`config.mk`:
```
export PLATFORM = sky130hd
export DESIGN_NAME = fir_pipelined_param
export DESIGN_NICKNAME = d
export VERILOG_FILES = /design/src/rtl/fir_pipelined_param.sv
export SDC_FILE = /design/constraint.sdc
export NUM_CORES = 1
export LEC_CHECK = 0
export CORE_MARGIN = 2
export CORE_UTILIZATION = 45
export DETAILED_ROUTE_END_ITERATION = 12
export DONT_BUFFER_PORTS = 1
export GPL_TIMING_DRIVEN = 0
export HOLD_SLACK_MARGIN = 0.03
export PLACE_DENSITY_LB_ADDON = 0.25
export SYNTH_ARGS = -nofsm -noshare
export SYNTH_HDL_FRONTEND = slang
export SYNTH_SLANG_ARGS = --single-unit
```
`constraint.sdc`:
```
create_clock -name i_clock -period 6.4 [get_ports i_clock]
set_clock_uncertainty 0.15 [all_clocks]
set_input_delay 1.92 -clock i_clock [delete_from_list [all_inputs] [get_ports i_clock]]
set_output_delay 1.92 -clock i_clock [all_outputs]
set_load 0.1 [all_outputs]
```
`src/rtl/fir_pipelined_param.sv`:
```
// Programmable-coefficient transposed-form FIR with a valid-tagged sample stream and synchronous flush.
// Optional FIR_SAT_EN: saturate data_out to OUT_W bits and expose a sticky o_sat_flag.
module fir_pipelined_param #(
  parameter int TAPS     = 5,
  parameter int SAMPLE_W = 6,
  parameter int COEF_W   = 5,
  parameter int ACC_W    = SAMPLE_W + COEF_W + $clog2(TAPS),
  parameter int OUT_W    = 14,
  parameter int ADDR_W   = $clog2(TAPS)
) (
  input  logic                i_clock,
  input  logic                i_reset,
  input  logic                i_flush,
  input  logic                i_in_valid,
  input  logic [SAMPLE_W-1:0] i_data_in,
  input  logic                i_coef_wr_en,
  input  logic [ADDR_W-1:0]   i_coef_addr,
  input  logic [COEF_W-1:0]   i_coef_data,
  output logic                o_out_valid,
  output logic [OUT_W-1:0]    o_data_out
`ifdef FIR_SAT_EN
  ,
  output logic                o_sat_flag
`endif
);

  logic [COEF_W-1:0] r_coef [TAPS];
  logic [ACC_W-1:0]  r_prod [TAPS];
  logic [ACC_W-1:0]  r_acc  [TAPS];
  logic              r_v1;
  logic              r_v2;
  logic              r_out_valid;
  logic [OUT_W-1:0]  r_data_out;
  logic [ACC_W-1:0]  w_prod [TAPS];
  logic [OUT_W-1:0]  w_out;

  always_comb begin
    for (int k = 0; k < TAPS; k++) begin
      w_prod[k] = ACC_W'(r_coef[k]) * ACC_W'(i_data_in);
    end
  end

  // Decoding per tap means out-of-range addresses simply match nothing.
  always_ff @(posedge i_clock or posedge i_reset) begin
    if (i_reset) begin
      for (int k = 0; k < TAPS; k++) r_coef[k] <= '0;
    end else if (i_coef_wr_en) begin
      for (int k = 0; k < TAPS; k++) begin
        if (i_coef_addr == ADDR_W'(k)) r_coef[k] <= i_coef_data;
      end
    end
  end

  always_ff @(posedge i_clock or posedge i_reset) begin
    if (i_reset) begin
      for (int k = 0; k < TAPS; k++) begin
        r_prod[k] <= '0;
        r_acc[k]  <= '0;
      end
      r_v1 <= 1'b0;
      r_v2 <= 1'b0;
    end else if (i_flush) begin
      for (int k = 0; k < TAPS; k++) begin
        r_prod[k] <= '0;
        r_acc[k]  <= '0;
      end
      r_v1 <= 1'b0;
      r_v2 <= 1'b0;
    end else begin
      r_v1 <= i_in_valid;
      r_v2 <= r_v1;
      for (int k = 0; k < TAPS; k++) r_prod[k] <= w_prod[k];
      // The adder chain only shifts on valid samples, so gaps leave the history untouched.
      if (r_v1) begin
        r_acc[TAPS-1] <= r_prod[TAPS-1];
        for (int k = 0; k < TAPS - 1; k++) r_acc[k] <= r_prod[k] + r_acc[k+1];
      end
    end
  end

`ifdef FIR_SAT_EN
  localparam logic [ACC_W:0] SAT_LIM = (ACC_W+1)'(1) << OUT_W;
  logic w_sat;
  logic r_sat;
  assign w_sat = ({1'b0, r_acc[0]} >= SAT_LIM);
  assign w_out = w_sat ? {OUT_W{1'b1}} : r_acc[0][OUT_W-1:0];

  always_ff @(posedge i_clock or posedge i_reset) begin
    if (i_reset) begin
      r_sat <= 1'b0;
    end else if (!i_flush && r_v2 && w_sat) begin
      r_sat <= 1'b1;
    end
  end
  assign o_sat_flag = r_sat;
`else
  assign w_out = r_acc[0][OUT_W-1:0];
`endif

  always_ff @(posedge i_clock or posedge i_reset) begin
    if (i_reset) begin
      r_out_valid <= 1'b0;
      r_data_out  <= '0;
    end else if (i_flush) begin
      r_out_valid <= 1'b0;
    end else begin
      r_out_valid <= r_v2;
      if (r_v2) r_data_out <= w_out;
    end
  end

  assign o_out_valid = r_out_valid;
  assign o_data_out  = r_data_out;

endmodule

```
==> flow_summary.ini <==
[outcome]
status = finished clean

[timing]
final-setup-viol-count = 0
final.setup.tns_ns = 0
rsz0062_at_grt = false
fin_hold_ws_ns = 0.341
max_freq_ghz = 0.178
maxSlewViolCount = 0
hold_violations = 0
relSlewSlack_pct = 39.8
fin_crit_sh_pct = 87.9
worst_pin_slew_ns = 0.903
finalCriticalPeriod_ns = 5.62

[yosys]
ys_seq_elements = 161
synthTopCellsByArea = dfrtp_1 34%, ha_1 15%, fa_1 11%
yosys_warnings = 0
synth.most_common_cell = dfrtp_1
synthArstFlopShare_pct = 100
synthCells = 1165
yosysTopAreaCell = dfrtp_1
synth_top_area_share_pct = 34.1
synth.avg_cell_area_um2 = 10.2
ys_types = 58
syn-cell-area_um2 = 11800
synth_nets = 1387
synthTopCellsByCount = 161 x dfrtp_1, 139 x ha_1, 117 x nor2_1
synth_edf_count = 0
yosysSeqAreaShare_pct = 34.1
synthFlopType = dfrtp_1

[pwr]
p_clk_share_pct = 24.4
switchingPower_mw = 1.78
comb_power_share_pct = 43.0
seqPwrFrac_pct = 32.6
finalPower_mw = 4.34
p_per_area_nw_per_um2 = 334
p_leak_nw = 6.36
switching_share_pct = 41.1
intPower_mw = 2.55
ir_drop_uv = 178

[global_route]
antenna_found_initial = 0
grt_pass1_wl_mm = 44.8
grt_pass1_vias = 8545
grt_usage_pct = 20.3
grt_max_degree = 44
grt.overflow.total = 0

[critical_path]
crit_start = i_data_in[0]
required_ns = 6.54
worst_path_dominant_cell_family = adder cells
rrSetupSlack_ns = 2.27
crit_type = input pin to flop
crit_path_frequent_cell = fa_1
crit_path_max_fanout = 10
path_buf_inv = 2
cp.depth = 13
r2r_end = r_prod[38]
crit_end = r_prod[38]
startpoint_type = input pin
crit_slowest_cell = fa_1
worst_setup_path_end_kind = flop
worst_r2r_path_depth = 12
slowest_delay_ns = 0.54
crit_chain = clkbuf_1 > nand2_1 > fa_1 > fa_1 > fa_1 > inv_1 > ha_1 > a21o_1 > a21oi_1 > o21ai_0 > o41ai_1 > xor2_1 > nor2_1
worstPathArrival_ns = 5.76
reg2reg_from = r_coef[14]

[layout]
multi_input_area_um2 = 7470
layout.cells.non_filler = 1536
fillers = 2380
drive_gt1_share_pct = 6.99
syn_to_final_growth_pct = 9.66
final_nets = 1410
regArea_um2 = 4030
diodes = 0
design_area_um2 = 13000

[cts]
htreeDepth = 4
cts_sinks = 161
ctsResizeCount = 0
clockBufferDepth = 2
cts_tree = done
clk_latency_ns = 0.43
post_cts_buffers = 0
clkTransAtPathRegs_ns = 0.08
postCtsHoldBufs = 0
cts_buffers = 17
clockRootBuffer = clkbuf_16

[floorplanning]
die-height_um = 166
core-area_um2 = 25900
start_util_pct = 45.7
die_w_um = 166
rows = 59
dieArea_um2 = 27600
io_pins = 34

[route]
wl_mm = 26.4
viasPerCell = 5.39
wl_per_cell_um = 17.2
drt-initial-drc-count = 454
firstDrtPassIters = 5
ant_nets = 0
drc = 0
vias = 8275

[place]
placedCellCount = 1504
io_buffers = 0
dpl_cell_area_um2 = 12300
dpl.hpwl_mm = 20.6
gp_congestion = 0.864

[hold_path]
hold_class = flop to flop

[flow_run]
cap_violations = 0
## placed cells by master, fill, tap and decap left out, types with 34 or more instances in the layout
cell	count
dfrtp_1	161
ha_1	139
nor2_1	117
and2_1	115
nand2_1	87
fa_1	64
o21ai_0	56
inv_1	50
xor2_1	41
mux2_2	39
a21oi_1	34
## through the flow
stage          util, %  worst slack (ns)
6_report          50.1             0.776
5_1_grt           50.1             0.529
4_1_cts           50.1             0.761
3_5_place_dp      47.6             0.366
3_3_place_gp      47.3             0.393
2_1_floorplan        -             0.975
## worst min-delay path, stage by stage (launching register included)
cell	delay [ns]
dfrtp_1	0.35
nand2_1	0.05
o21ai_0	0.06
## worst min path at each step
stage / to / startpoint / cells after the start / slack, ns
3_3_place_gp: w_out[7] / w_out[7] / 2 / 0.31
3_5_place_dp: w_out[8] / w_out[8] / 2 / 0.32
6_report: w_out[8] / w_out[8] / 2 / 0.34
4_1_cts: w_out[8] / w_out[8] / 2 / 0.34
2_1_floorplan: w_out[11] / w_out[11] / 2 / 0.29
5_1_grt: w_out[10] / w_out[10] / 1 / 0.38
## logic make-up (layout without fill, tap and decap cells)
family          count (synthesis)  count (layout)  synth area share (%)
buf+inv                        86             122                  2.78
fa+ha+maj                     203             203                  25.5
flops                         161             161                  34.1
xor+xnor                       60              60                  4.44
mux                            64              64                  5.83
compound gates                193             193                  10.8
simple gates                  398             398                  16.6
## sequential cells by signal (all words and copies together) (netlist names)
register     count
o_data_out      14
r_v1             1
w_out           14
r_acc           50
o_out_valid      1
r_coef          25
r_prod          55
r_v2             1
## power by group through the flow
stage / sequential, mW / combinational (mW) / clock, mW
6_report: 1.41 / 1.87 / 1.06
5_1_grt: 1.43 / 2.17 / 1.12
4_1_cts: 1.41 / 1.89 / 1.08
3_5_place_dp: 1.43 / 1.85 / 0
3_3_place_gp: 1.43 / 1.83 / 0
2_1_floorplan: 1.36 / 1.47 / 0
## cell type report
cell class	instances	area share, %
plain buffers	35	1.06
repair buffers	4	0.617
clock buffers	17	3.28
well taps	335	3.23
clock inverters	15	1.65
inverters	51	1.50
flip-flops and latches	161	31.1
multi-input cells	918	57.6
## routing by layer
| metal | routed length [um] | track usage, % | vias to the layer above | share of wire [%] |
|---|---|---|---|---|
| met2 | 11700 | 31.8 | 157 | 44 |
| met3 | 1060 | 3.79 | 43 | 4.0 |
| met4 | 646 | 6.73 | 0 | 2.4 |
| met5 | 0 | 0 | - | 0 |
| li1 | - | - | 4051 | - |
| met1 | 12900 | 28.7 | 4024 | 49 |
No activity file was read; power rests on OpenSTA's default activity.
